File: config.mk
export PLATFORM = sky130hd
export DESIGN_NAME = mem_access_unit_flat
export DESIGN_NICKNAME = d
export VERILOG_FILES = /design/src/rtl/mem_access_unit_if.sv /design/src/rtl/mem_access_unit.sv /design/src/flat_wrapper.sv
export SDC_FILE = /design/constraint.sdc
export NUM_CORES = 1
export LEC_CHECK = 0
export ABC_AREA = 1
export BUFFER_PORTS_ARGS = -buffer_cell sky130_fd_sc_hd__buf_2
export CAP_MARGIN = 15
export CORE_ASPECT_RATIO = 2
export CORE_MARGIN = 1
export CORE_UTILIZATION = 55
export DETAILED_ROUTE_END_ITERATION = 10
export PLACE_DENSITY = 0.81
export RECOVER_POWER = 25
export SKIP_CTS_REPAIR_TIMING = 1
export SYNTH_ARGS = -nofsm -noshare
export SYNTH_HDL_FRONTEND = slang
export SYNTH_SLANG_ARGS = --single-unit
File: constraint.sdc
create_clock -name clk -period 5.5 [get_ports clk]
set_clock_uncertainty 0.15 [all_clocks]
set_input_delay 0.275 -clock clk [delete_from_list [all_inputs] [get_ports clk]]
set_output_delay 0.275 -clock clk [all_outputs]
set_load 0.01 [all_outputs]
File: src/rtl/mem_access_unit_if.sv
// rtl/mem_access_unit_if.sv - request/response and memory bus signals of the access unit
interface mem_access_unit_if;
    logic        req_valid;
    logic        req_ready;
    logic        req_write;
    logic [1:0]  req_size;
    logic        req_unsigned;
    logic [31:0] req_addr;
    logic [31:0] req_wdata;
    logic        resp_valid;
    logic [31:0] resp_rdata;
    logic        bus_req;
    logic        bus_we;
    logic [31:0] bus_addr;
    logic [3:0]  bus_be;
    logic [31:0] bus_wdata;
    logic        bus_ack;
    logic [31:0] bus_rdata;

    modport slave (
        input  req_valid, req_write, req_size, req_unsigned, req_addr, req_wdata,
        output req_ready, resp_valid, resp_rdata,
        output bus_req, bus_we, bus_addr, bus_be, bus_wdata,
        input  bus_ack, bus_rdata
    );

    modport master (
        output req_valid, req_write, req_size, req_unsigned, req_addr, req_wdata,
        input  req_ready, resp_valid, resp_rdata,
        input  bus_req, bus_we, bus_addr, bus_be, bus_wdata,
        output bus_ack, bus_rdata
    );
endinterface

File: src/rtl/mem_access_unit.sv
// rtl/mem_access_unit.sv - load/store unit splitting misaligned accesses into two word-bus beats
module mem_access_unit (
    input  logic             clk,
    input  logic             rst,
    mem_access_unit_if.slave mau
);
    localparam logic [1:0] IDLE  = 2'd0;
    localparam logic [1:0] BEAT0 = 2'd1;
    localparam logic [1:0] BEAT1 = 2'd2;
    localparam logic [1:0] RESP  = 2'd3;

    logic [1:0]  state;
    logic        wr_q;
    logic [1:0]  size_q;
    logic        uns_q;
    logic [31:0] addr_q;
    logic [31:0] wdata_q;
    logic [31:0] lo_q;
    logic [23:0] hi_q;
    logic [31:0] last_rdata_q;

    logic [1:0]  off;
    logic [3:0]  mask;
    logic [7:0]  span;
    logic        split;
    logic [31:0] rot_wdata;
    logic [31:0] raw;
    logic [31:0] ext;

    assign off   = addr_q[1:0];
    assign mask  = size_q[1] ? 4'b1111 : (size_q[0] ? 4'b0011 : 4'b0001);
    assign span  = {4'b0000, mask} << off;
    assign split = (span[7:4] != 4'b0000);

    always_comb begin
        rot_wdata = wdata_q;
        raw       = lo_q;
        case (off)
            2'd1: begin
                rot_wdata = {wdata_q[23:0], wdata_q[31:24]};
                raw       = {hi_q[7:0], lo_q[31:8]};
            end
            2'd2: begin
                rot_wdata = {wdata_q[15:0], wdata_q[31:16]};
                raw       = {hi_q[15:0], lo_q[31:16]};
            end
            2'd3: begin
                rot_wdata = {wdata_q[7:0], wdata_q[31:8]};
                raw       = {hi_q[23:0], lo_q[31:24]};
            end
            default: begin
                rot_wdata = wdata_q;
                raw       = lo_q;
            end
        endcase
    end

    // Stores report zero; size 3 falls through to the full word.
    always_comb begin
        ext = raw;
        if (wr_q) begin
            ext = 32'd0;
        end else if (size_q == 2'd0) begin
            ext = uns_q ? {24'd0, raw[7:0]} : {{24{raw[7]}}, raw[7:0]};
        end else if (size_q == 2'd1) begin
            ext = uns_q ? {16'd0, raw[15:0]} : {{16{raw[15]}}, raw[15:0]};
        end
    end

    always_comb begin
        mau.bus_req   = 1'b0;
        mau.bus_we    = 1'b0;
        mau.bus_addr  = 32'd0;
        mau.bus_be    = 4'd0;
        mau.bus_wdata = 32'd0;
        if (state == BEAT0 || state == BEAT1) begin
            mau.bus_req   = 1'b1;
            mau.bus_we    = wr_q;
            mau.bus_wdata = rot_wdata;
            mau.bus_addr  = {addr_q[31:2], 2'b00};
            mau.bus_be    = span[3:0];
            if (state == BEAT1) begin
                mau.bus_addr = {addr_q[31:2], 2'b00} + 32'd4;
                mau.bus_be   = span[7:4];
            end
        end
    end

    assign mau.req_ready  = (state == IDLE);
    assign mau.resp_valid = (state == RESP);
    assign mau.resp_rdata = (state == RESP) ? ext : last_rdata_q;

    always_ff @(posedge clk or posedge rst) begin
        if (rst) begin
            state        <= IDLE;
            wr_q         <= 1'b0;
            size_q       <= 2'd0;
            uns_q        <= 1'b0;
            addr_q       <= 32'd0;
            wdata_q      <= 32'd0;
            lo_q         <= 32'd0;
            hi_q         <= 24'd0;
            last_rdata_q <= 32'd0;
        end else begin
            case (state)
                IDLE: begin
                    if (mau.req_valid) begin
                        wr_q    <= mau.req_write;
                        size_q  <= mau.req_size;
                        uns_q   <= mau.req_unsigned;
                        addr_q  <= mau.req_addr;
                        wdata_q <= mau.req_wdata;
                        lo_q    <= 32'd0;
                        hi_q    <= 24'd0;
                        state   <= BEAT0;
                    end
                end
                BEAT0: begin
                    if (mau.bus_ack) begin
                        if (!wr_q) lo_q <= mau.bus_rdata;
                        state <= split ? BEAT1 : RESP;
                    end
                end
                BEAT1: begin
                    // Only the low three bytes of the second word can reach the result.
                    if (mau.bus_ack) begin
                        if (!wr_q) hi_q <= mau.bus_rdata[23:0];
                        state <= RESP;
                    end
                end
                default: begin
                    last_rdata_q <= ext;
                    state        <= IDLE;
                end
            endcase
        end
    end
endmodule

File: src/flat_wrapper.sv
// flat-port wrapper written by rule: the top's interface ports become plain ports
module mem_access_unit_flat 
  (clk, rst, mau_req_valid, mau_req_write, mau_req_size, mau_req_unsigned, mau_req_addr, mau_req_wdata, mau_req_ready, mau_resp_valid, mau_resp_rdata, mau_bus_req, mau_bus_we, mau_bus_addr, mau_bus_be, mau_bus_wdata, mau_bus_ack, mau_bus_rdata);
  mem_access_unit_if mau_i ();
  input  logic clk;
  input  logic rst;
  input wire logic [$bits(mau_i.req_valid)-1:0] mau_req_valid;
  input wire logic [$bits(mau_i.req_write)-1:0] mau_req_write;
  input wire logic [$bits(mau_i.req_size)-1:0] mau_req_size;
  input wire logic [$bits(mau_i.req_unsigned)-1:0] mau_req_unsigned;
  input wire logic [$bits(mau_i.req_addr)-1:0] mau_req_addr;
  input wire logic [$bits(mau_i.req_wdata)-1:0] mau_req_wdata;
  output wire logic [$bits(mau_i.req_ready)-1:0] mau_req_ready;
  output wire logic [$bits(mau_i.resp_valid)-1:0] mau_resp_valid;
  output wire logic [$bits(mau_i.resp_rdata)-1:0] mau_resp_rdata;
  output wire logic [$bits(mau_i.bus_req)-1:0] mau_bus_req;
  output wire logic [$bits(mau_i.bus_we)-1:0] mau_bus_we;
  output wire logic [$bits(mau_i.bus_addr)-1:0] mau_bus_addr;
  output wire logic [$bits(mau_i.bus_be)-1:0] mau_bus_be;
  output wire logic [$bits(mau_i.bus_wdata)-1:0] mau_bus_wdata;
  input wire logic [$bits(mau_i.bus_ack)-1:0] mau_bus_ack;
  input wire logic [$bits(mau_i.bus_rdata)-1:0] mau_bus_rdata;
  assign mau_i.req_valid = mau_req_valid;
  assign mau_i.req_write = mau_req_write;
  assign mau_i.req_size = mau_req_size;
  assign mau_i.req_unsigned = mau_req_unsigned;
  assign mau_i.req_addr = mau_req_addr;
  assign mau_i.req_wdata = mau_req_wdata;
  assign mau_req_ready = mau_i.req_ready;
  assign mau_resp_valid = mau_i.resp_valid;
  assign mau_resp_rdata = mau_i.resp_rdata;
  assign mau_bus_req = mau_i.bus_req;
  assign mau_bus_we = mau_i.bus_we;
  assign mau_bus_addr = mau_i.bus_addr;
  assign mau_bus_be = mau_i.bus_be;
  assign mau_bus_wdata = mau_i.bus_wdata;
  assign mau_i.bus_ack = mau_bus_ack;
  assign mau_i.bus_rdata = mau_bus_rdata;
  mem_access_unit u_core (.clk(clk), .rst(rst), .mau(mau_i));
endmodule
* After elaboration in Yosys (flattened, before gate mapping)
Cells that the tools add are included. W data, S select, Z words.
Word-level totals: bits in registers 158, input port bits 104, output and inout bits 104, logic and storage cells 64
Cells by class: add/sub/neg operators 1, equal/unequal tests 12, shift operators 1, multiplexer cells 30, reductions and logical operators 11
Operator list (count):
- $mux W32 | 12
- $pmux W32 S3 | 2
- $mux W24 | 3
- $pmux W32 S2 | 1
- $pmux W24 S2 | 1
- $add A32 B3 Y32 const B | 1
- $mux W4 | 3
- $ne A2 B2 Y1 const B | 5
- $eq A2 B2 Y1 const B | 4
- $mux W2 | 4
- $reduce_and A4 Y1 | 2
- $shl A4 B2 Y8 | 1
- $eq A2 B1 Y1 const B | 3
- $pmux W2 S3 | 1
- $logic_not A2 Y1 | 2
- $reduce_bool A2 Y1 | 2
- $reduce_bool A4 Y1 | 1
- $mux W1 | 3
- $reduce_and A3 Y1 | 1
- $reduce_or A3 Y1 | 1
- $reduce_and A2 Y1 | 1
- $logic_or A1 B1 Y1 | 1

* Depth between registers and ports, before layout
Gate-level depths: netlist of run 1.
depth in word-level cells 7, mapped depth 13, depth with buffers taken out 12

* Worst setup path before layout of run 1
No wires, ideal clock.
path type register to output, start point register u_core.state[0], end point output mau_bus_be[2], arrival time 1.828 ns, required time 5.075 ns, slack 3.247 ns, stages on the path, launching flop included 6, path buffers 1, cells stage by stage dfrtp_1 -> inv_1 -> ha_1 -> clkbuf_1 -> inv_1 -> a2111oi_0
Between the ends: longest elaborated chain between the ends 3, elaborated cells between the ends (all ways) 5
Ends and longest elaborated chain:
- from (decl) | RTL line mem_access_unit.sv:12 | logic [1:0] state;
- from (signal assigned) | RTL line mem_access_unit.sv:121 | state <= split ? BEAT1 : RESP;
- $eq A2 B2 Y1 or $eq A2 B1 Y1 (tied branches) | RTL line mem_access_unit.sv:76, mem_access_unit.sv:82
- $mux W4 or $logic_or A1 B1 Y1 (tied branches) | RTL line mem_access_unit.sv:82, mem_access_unit.sv:76
- $mux W4 * | RTL line mem_access_unit.sv:76 | if (state == BEAT0 || state == BEAT1) begin
- to (decl) | RTL line flat_wrapper.sv:19 | output wire logic [$bits(mau_i.bus_be)-1:0] mau_bus_be;
Mark *: on every way between the ends. The rest lies on a longest branch, timed or not.

* Final worst setup path of run 1
Ends and elaborated chain as after synthesis.

==> flow_summary.json, run 1 <==
{
  "dieHeight_um": 187,
  "crit_arrival_ps": 3090,
  "cpLargestDelayFamily": "buffers and inverters",
  "fin_crit_ps": 3520,
  "wl_um": 30700,
  "antenna_found_initial": 1,
  "slowest_stage": "ha_1",
  "status": "finished with violations",
  "rows": 67,
  "ys_types": 42,
  "finalCritPeriodShare_pct": 63.9,
  "vias": 10100,
  "worstReg2RegStart": "u_core.state[0]$_DFFE_PP0P_",
  "crit_start": "u_core.state[0]$_DFFE_PP0P_",
  "crit_chain": "inv_1 -> ha_1 -> buf_4 -> inv_1 -> a2111oi_0 -> buf_2",
  "hold_ws_ps": -60.0,
  "cap_violations": 1,
  "die_w_um": 94.5,
  "wl_per_cell_um": 17.8,
  "tightest_slew_ps": 2380,
  "intPower_mw": 3.71,
  "holdCritStartpoint": "mau_req_wdata[19]",
  "ys_ff_latch": 158,
  "worstPathMaxFanout": 36,
  "port_buffers": 205,
  "grt_pass1_wl_um": 46100,
  "final_nets": 1619,
  "drtIter0Drc": 767,
  "cts-root-buf": "clkbuf_16",
  "drc": 0,
  "synth_cells": 1285,
  "io_pins": 208,
  "r2r_slack_ps": 2630,
  "cts_made_buffers": 17,
  "grt_max_degree": 110,
  "timing.setup.tns_ps": 0,
  "synth.avg_cell_area_um2": 7.33,
  "cp.required_ps": 5080,
  "syn-cell-area_um2": 9420,
  "dr.pass1.iters": 6,
  "grt_overflow": 0,
  "relSlewSlack_pct": -58.3,
  "ys_seq_area_share_pct": 42.0,
  "ant_nets": 0,
  "cpMostUsedCell": "inv_1",
  "violations": "negative hold slack, max-capacitance violations, max-slew violations",
  "swShare_pct": 51.5,
  "crit_path_end_kind": "output pin",
  "coreArea_um2": 16800,
  "viasPerCell": 5.83,
  "pwr-share-clk_pct": 14.8,
  "cts_tree": "yes",
  "grtUsageTotal_pct": 34.0,
  "setup_violations": 0,
  "grt_pass1_vias": 9372,
  "power_leakage_nw": 5.67,
  "rsz0062_at_grt": "false",
  "synth_warnings": 0,
  "critPathKind": "reg2out",
  "area_growth_pct": 23.9,
  "drv_slew": 110,
  "die-area_um2": 17700,
  "dp_hpwl_um": 20700,
  "power.total_mw": 7.65,
  "power_switching_mw": 3.94,
  "p_comb_share_pct": 57.9,
  "power_density_nw_per_um2": 656,
  "worstSetupStartpointType": "flip-flop",
  "clk_pin_slew_ps": 70,
  "cts_sinks": 158,
  "cpPeakStageDelay_ps": 600,
  "clk_path_buf_depth": 2,
  "worst_hold_path_type": "in2reg",
  "peakVddDrop_v": 0.000450,
  "final_layout_size_suffix_gt1_share_pct": 19.6,
  "gp_congestion": 0.939,
  "p_seq_share_pct": 27.3,
  "start_util_pct": 56.2,
  "hold_viol": 20,
  "cp_num_buf_inv": 4,
  "clk-insertion-delay-late_ps": 420,
  "cts.htree.levels": 4,
  "max_freq_mhz": 284
}
==> state kept, by name, summed over array words and instances, names as in the netlist <==
| signal | cells |
|---|---|
| u_core.addr_q | 32 |
| u_core.hi_q | 24 |
| u_core.last_rdata_q | 32 |
| u_core.lo_q | 32 |
| u_core.size_q | 2 |
| u_core.state | 2 |
| u_core.uns_q | 1 |
| u_core.wdata_q | 32 |
| u_core.wr_q | 1 |
==> cells in the final DEF (no fill, tap or decap), types with 3 or more instances in the layout <==
cell type / instances
nor2_2: 8
dfrtp_1: 158
buf_4: 9
inv_2: 7
o21ai_0: 116
buf_2: 204
nand2_2: 3
inv_6: 5
nand4_1: 11
mux2_2: 13
inv_8: 3
nand3_2: 8
o21ai_1: 45
nand3_1: 86
xor2_1: 4
nor3_1: 6
a21oi_1: 174
nor2_4: 3
ha_1: 6
o22ai_1: 60
nand2_4: 5
clkinv_2: 3
clkinv_4: 3
nand2_1: 214
inv_1: 134
nor2_1: 117
dlygate4sd3_1: 77
clkbuf_16: 17
==> logic make-up after synthesis <==
| logic type | share of synthesized area [%] |
|---|---|
| compound gates | 22.5 |
| xor+xnor | 0.372 |
| fa+ha+maj | 0.797 |
| buf+inv | 10.8 |
| flops | 42.0 |
| mux | 1.55 |
| other cells | 0.0398 |
| simple gates | 22.0 |
==> final cells by class <==
class                      count  area, um^2
sequential                   158        3950
antenna                        1        2.50
clock buffer                  18         439
fill                        1412        5100
tap                          207         259
clock inverter                14         121
multi-input combinational    897        4480
inverter                     144         546
timing repair buffer         291        1860
==> cell usage after synthesis (all sizes together) <==
library cell / count / share of area [%]
a2111oi: 1 / 0.093
a21oi: 176 / 9.4
a221oi: 2 / 0.19
and2: 2 / 0.13
buf: 41 / 3.2
clkbuf: 46 / 1.8
clkinv: 2 / 0.093
conb: 1 / 0.040
dfrtp: 158 / 42
ha: 6 / 0.80
inv: 142 / 5.7
mux2: 13 / 1.6
nand2: 222 / 9.2
nand3: 95 / 5.6
nand3b: 1 / 0.080
nand4: 11 / 0.73
nor2: 128 / 5.5
nor3: 8 / 0.60
nor3b: 1 / 0.080
nor4: 1 / 0.066
o211ai: 1 / 0.080
o21a: 1 / 0.080
o21ai: 161 / 8.6
o21bai: 1 / 0.080
o22ai: 60 / 4.0
xor2: 4 / 0.37
==> worst reg2reg max path, stage by stage, from the launching register on <==
cell     delay, ps
dfrtp_1        420
inv_1          110
ha_1           320
buf_4          440
inv_1          250
nor2_1         270
nor3_4          60
buf_4          270
nand3_1        290
o21ai_0        140
==> metal layers <==
layer / up-vias / share of wire (%) / track usage (%)
met5: - / 0 / 0
met4: 0 / 8.9 / 28.1
met3: 136 / 6.7 / 7.40
met2: 510 / 51 / 56.6
met1: 4701 / 33 / 35.8
li1: 4737 / - / -
==> power by group through the flow <==
stage,logic [mW],registers (mW),clock network [mW]
after floorplan,3.08,1.92,0
final,4.43,2.09,1.14
after global placement,4.21,2.06,0
after detailed placement,4.27,2.08,0
after global routing,4.85,2.13,1.19
after CTS,4.30,2.06,1.14
==> metrics by stage <==
| step | area, um^2 | setup WS, ps | utilization [%] | hold slack, ps | cells |
|---|---|---|---|---|---|
| CTS | 10900 | 2060 | 65.0 | -83.2 | 1652 |
| floorplan | 9430 | 812 | - | 275 | 1286 |
| global route | 11700 | 1820 | 69.6 | 0.255 | 1730 |
| finish | 11700 | 1980 | 69.6 | -60.0 | 1730 |
| global placement | 10300 | 2600 | 61.7 | 313 | 1620 |
| detailed placement | 10300 | 2520 | 61.7 | 319 | 1620 |
==> path summary, 6_finish.rpt <==
check | to | depth (start not counted)
min in group asynchronous | u_core.lo_q[11]$_DFFE_PP0P_ | 3
min reg2reg | u_core.last_rdata_q[1]$_DFFE_PP0N_ | 2
max in group asynchronous | u_core.wdata_q[24]$_DFFE_PP0P_ | 4
max reg2reg | u_core.hi_q[0]$_DFFE_PP0P_ | 9
min | u_core.wdata_q[19]$_DFFE_PP0P_ | 3
max | mau_bus_be[2] | 6
No activity file was read; power rests on OpenSTA's default activity.
==> inputs of run 2 (changes only) <==
==> constraint.sdc (replaced) <==
create_clock -name clk -period 3.45 [get_ports clk]
set_clock_uncertainty 0.15 [all_clocks]
set_input_delay 0.1725 -clock clk [delete_from_list [all_inputs] [get_ports clk]]
set_output_delay 0.1725 -clock clk [all_outputs]
set_load 0.01 [all_outputs]
==> run 2 against run 1 <==
Net effect: the flow finishes with violations (max-capacitance violations); non-clock buffer count increased by 33; first-iteration DRC count is 25% lower; clock power increased by 69%; final cell count up 1.8%; worst setup slack lost 1700 ps; largest cell class unchanged; largest power group unchanged; highest routed layer unchanged.
==> flow_summary.json, run 2 (synthesized netlist as in run 1, its figures left out) <==
{
  "antenna_found_initial": 0,
  "cp.required_ps": 3130,
  "clk_path_buf_depth": 2,
  "cts_made_buffers": 17,
  "setup_violations": 0,
  "rows": 67,
  "crit_arrival_ps": 2870,
  "drc": 0,
  "critPathKind": "reg2out",
  "dieHeight_um": 187,
  "tightest_slew_ps": 1470,
  "power_density_nw_per_um2": 1030,
  "fillCellCount": 1353,
  "viasPerCell": 5.83,
  "cap_violations": 1,
  "crit_path_end_kind": "output pin",
  "grt_overflow": 0,
  "vias": 10300,
  "cts-root-buf": "clkbuf_16",
  "io_pins": 208,
  "clk_pin_slew_ps": 60,
  "grt_max_degree": 87,
  "dp_cells": 1629,
  "layout.cells.non_filler": 1762,
  "area_growth_pct": 27.6,
  "final_nets": 1652,
  "cts_tree": "yes",
  "hold_viol": 0,
  "ant_nets": 0,
  "drtIter0Drc": 577,
  "peakVddDrop_v": 0.000703,
  "dp_hpwl_um": 20000,
  "finalCritPeriodShare_pct": 92.5,
  "max_freq_mhz": 313,
  "coreArea_um2": 16800,
  "clk-insertion-delay-late_ps": 430,
  "drv_slew": 0,
  "wl_per_cell_um": 17.3,
  "grt_pass1_wl_um": 43800,
  "post-route-util_pct": 71.7,
  "worstSetupStartpointType": "flip-flop",
  "grtUsageTotal_pct": 32.1,
  "timing.setup.tns_ps": 0,
  "rsz0062_at_grt": "false",
  "diodes": 0,
  "gp_congestion": 0.940,
  "power_leakage_nw": 5.83,
  "final_cell_mix": "nand2_1, buf_2, a21oi_1, dfrtp_1, inv_1",
  "status": "finished with violations",
  "start_util_pct": 56.2,
  "wl_um": 30400,
  "port_buffers": 205,
  "final_layout_size_suffix_gt1_share_pct": 19.9,
  "layout_commonest_cell": "nand2_1",
  "violations": "max-capacitance violations",
  "worstPathMaxFanout": 13,
  "cts_sinks": 158,
  "relSlewSlack_pct": 1.56,
  "worst_hold_path_type": "in2reg",
  "die-area_um2": 17700,
  "grt_pass1_vias": 9103,
  "die_w_um": 94.5,
  "cts.htree.levels": 4,
  "dr.pass1.iters": 6,
  "fin_crit_ps": 3190
}
==> run 2: cell count changes in the layout (fill, tap and decap cells not counted), sizes merged, moves of 2 or more <==
| cell | before | now |
|---|---|---|
| buf | 213 | 222 |
| bufinv | 0 | 2 |
| clkinvlp | 2 | 4 |
| dlygate4sd3 | 77 | 101 |
| inv | 149 | 146 |
==> run 2: path summary, 6_finish.rpt <==
kind	start	to	slack [ps]	depth (start not counted)
setup / recovery	u_core.addr_q[1]$_DFFE_PP0P_	mau_resp_rdata[17]	260	8
hold / removal	mau_bus_ack	u_core.state[0]$_DFFE_PP0P_	190	4
setup reg to reg	u_core.state[0]$_DFFE_PP0P_	u_core.hi_q[0]$_DFFE_PP0P_	850	9
hold reg to reg	u_core.last_rdata_q[30]$_DFFE_PP0N_	u_core.last_rdata_q[30]$_DFFE_PP0N_	340	2
max in group asynchronous	rst	u_core.lo_q[3]$_DFFE_PP0P_	800	4
min in group asynchronous	rst	u_core.last_rdata_q[22]$_DFFE_PP0N_	470	3
==> run 2: worst max-delay path, stage by stage, from the launching register on <==
cell and delay, ps:
dfrtp_1 600, nor2_2 510, buf_4 280, inv_2 120, o21ai_0 480, nand2_1 140
nand4_1 110, nand2_1 70, buf_2 140
==> run 2: area by class of cell <==
class | count | area (um^2) | area share [%]
clock inverter | 14 | 159 | 1.32
inverter | 144 | 543 | 4.52
timing repair buffer | 324 | 2180 | 18.2
clock buffer | 18 | 439 | 3.65
multi-input combinational | 897 | 4490 | 37.3
sequential | 158 | 3950 | 32.9
tap | 207 | 259 | 2.15
==> run 2: metrics by stage <==
| stage | area (um^2) | power [mW] | setup WS [ps] | hold slack (ps) |
|---|---|---|---|---|
| global placement | 10400 | 9.96 | 772 | 167 |
| floorplan | 9430 | 7.99 | 1130 | 173 |
| global route | 12000 | 13.2 | 91.0 | 204 |
| CTS | 11000 | 12.1 | 233 | -273 |
| detailed placement | 10400 | 10.1 | 680 | 178 |
| finish | 12000 | 12.4 | 258 | 189 |
==> run 2: where the power goes <==
part / switching (mW) / total (mW) / leakage (nW) / internal [mW]
Sequential: 0.676 / 3.31 / 1.96 / 2.63
Clock: 0.828 / 1.93 / 0.287 / 1.10
Combinational: 4.72 / 7.12 / 3.58 / 2.40
Total: 6.23 / 12.4 / 5.83 / 6.14
==> run 2: routing by layer <==
layer / vias up / global-route usage, % / share of wire [%]
met4: 0 / 21.1 / 6.7
li1: 4805 / - / -
met3: 144 / 6.95 / 6.9
met5: - / 0 / 0
met2: 563 / 56.0 / 52
met1: 4769 / 33.6 / 34
==> inputs of run 3 (changes only) <==
--- a/config.mk
+++ b/config.mk
@@ -8,11 +8,13 @@
 export ABC_AREA = 1
 export BUFFER_PORTS_ARGS = -buffer_cell sky130_fd_sc_hd__buf_2
 export CAP_MARGIN = 15
+export CELL_PAD_IN_SITES_DETAIL_PLACEMENT = 0
+export CELL_PAD_IN_SITES_GLOBAL_PLACEMENT = 1
 export CORE_ASPECT_RATIO = 2
 export CORE_MARGIN = 1
-export CORE_UTILIZATION = 55
+export CORE_UTILIZATION = 39
 export DETAILED_ROUTE_END_ITERATION = 10
-export PLACE_DENSITY = 0.81
+export PLACE_DENSITY_LB_ADDON = 0.1
 export RECOVER_POWER = 25
 export SKIP_CTS_REPAIR_TIMING = 1
 export SYNTH_ARGS = -nofsm -noshare
==> run 3 against run 2 <==
Net effect: the run ends with design-rule violations, max-capacitance violations, max-slew violations left; critical path depth is 3 higher; global-route usage is 4.7 points lower; sequential power hardly changed; wire length is 12% higher; final cell count is 4.4% higher; critical endpoint is now mau_resp_rdata[28]; combinational power is 1% higher; hold slack worse by 58 ps; core utilization is 21 points lower; flip-flop and latch count stayed put; non-clock buffer count stayed put; highest routed layer unchanged.
==> flow_summary.json, run 3 (synthesized netlist as in run 1, its figures left out) <==
{
  "io_pins": 208,
  "status": "finished with violations",
  "final_nets": 1652,
  "peakVddDrop_v": 0.000442,
  "min_to": "u_core.state[1]$_DFFE_PP0P_",
  "die-area_um2": 24800,
  "drv_slew": 108,
  "setup_violations": 0,
  "wl_um": 34200,
  "drtIter0Drc": 617,
  "power_density_nw_per_um2": 1030,
  "cts-root-buf": "clkbuf_16",
  "worstReg2RegStart": "u_core.state[1]$_DFFE_PP0P_",
  "diodes": 0,
  "clk-insertion-delay-late_ps": 460,
  "tightest_slew_ps": 1600,
  "finalCritPeriodShare_pct": 90.7,
  "place_area_um2": 10500,
  "r2r_end": "u_core.lo_q[23]$_DFFE_PP0P_",
  "fin_crit_ps": 3130,
  "cts_tree": "yes",
  "die_w_um": 112,
  "crit_arrival_ps": 2810,
  "wl_met1_um": 12000,
  "hold_viol": 0,
  "dr.pass1.iters": 10,
  "wl_met2_um": 18200,
  "coreArea_um2": 23800,
  "crit_path_end_kind": "output pin",
  "final_cell_mix": "nand2_1, buf_2, a21oi_1, dfrtp_1, inv_1",
  "r2r_cells": 6,
  "rows": 80,
  "power.total_mw": 12.5,
  "drc": 8,
  "final_layout_size_suffix_gt1_share_pct": 19.7,
  "r2r_slack_ps": 780,
  "wl_met3_um": 1660,
  "grtUsageTotal_pct": 27.4,
  "dp_hpwl_um": 24000,
  "wl_per_cell_um": 18.6,
  "cap_violations": 1,
  "critPathKind": "reg2out",
  "holdCritStartpoint": "mau_bus_ack",
  "crit_start": "u_core.addr_q[1]$_DFFE_PP0P_",
  "vias": 9803,
  "worstPathMaxFanout": 30,
  "cts_made_buffers": 17,
  "min_delay_path_depth": 4,
  "port_buffers": 205,
  "power_leakage_nw": 5.84,
  "rsz0062_at_grt": "false",
  "relSlewSlack_pct": -6.84,
  "max_freq_mhz": 320,
  "cts.htree.levels": 4,
  "grt_max_degree": 108,
  "fillCellCount": 2467,
  "worst_hold_path_type": "in2reg",
  "grt_pass1_wl_um": 51000,
  "fin_area_um2": 12100,
  "dieHeight_um": 222,
  "multiInputGateArea_um2": 4480,
  "clk_path_buf_depth": 2,
  "timing.setup.tns_ps": 0,
  "start_util_pct": 39.5,
  "antenna_found_initial": 0,
  "gp_congestion": 0.880,
  "area_growth_pct": 28.7,
  "clk_pin_slew_ps": 60,
  "layout_commonest_cell": "nand2_1",
  "worstSetupStartpointType": "flip-flop",
  "grt_pass1_vias": 9279,
  "violations": "design-rule violations, max-capacitance violations, max-slew violations",
  "cp.required_ps": 3130,
  "final-seq-area_um2": 3950,
  "top_layer_used": "met4",
  "viasPerCell": 5.33,
  "cts_sinks": 158,
  "grt_overflow": 0,
  "ant_nets": 0
}
[run 3: cell types whose count changed in the layout (fill, tap and decap cells not counted), sizes merged]
cell      change
buf           -1
clkbuf        +6
inv           -5
clkinv        -1
clkinvlp      -2
[run 3: through the flow]
stage          worst slack, ps  utilization [%]  hold slack, ps  instances
2_1_floorplan             1130                -             173       1286
3_3_place_gp               868             44.2             254       1709
3_5_place_dp               814             44.2             258       1709
4_1_cts                    314             46.7            -216       1738
5_1_grt                    114             50.9             206       1839
6_report                   322             50.9             131       1839
[run 3: final cells by class]
| type | count | area share (%) |
|---|---|---|
| repair buffers | 324 | 18.1 |
| multi-input cells | 897 | 37.0 |
| clock buffers | 23 | 4.19 |
| clock inverters | 6 | 0.681 |
| well taps | 287 | 2.96 |
| flip-flops and latches | 158 | 32.6 |
| inverters | 144 | 4.50 |
[run 3: worst max-delay path by stage]
stage | to | slack, ps | cells past startpoint
after CTS | mau_resp_rdata[31] | 310 | 11
after global placement | mau_resp_rdata[28] | 870 | 11
after global routing | mau_resp_rdata[28] | 110 | 11
after floorplan | u_core.addr_q[0]$_DFFE_PP0P_ | 1130 | 1
after detailed placement | mau_resp_rdata[31] | 810 | 11
final | mau_resp_rdata[28] | 320 | 11
[run 3: critical path, stage by stage, from the launching register on]
cell and delay [ps]:
dfrtp_1 760, nand2_4 350, clkinv_2 180, nand2_1 70, nand3_2 90, nand3_2 80, nand2_4 270, inv_2 110
nor2_1 160, nand2_1 60, nand2_1 70, buf_2 120
[run 3: layer usage]
metal	vias to the layer above	GRT usage (%)
li1	4791	-
met1	4599	27.3
met2	319	49.4
met3	94	6.01
met4	0	19.7
met5	-	0
[run 3: report_power, final]
group          total [mW]  internal, mW  switching, mW
clock                1.95          1.16          0.791
combinational        7.20          2.42           4.79
sequential           3.32          2.63          0.681
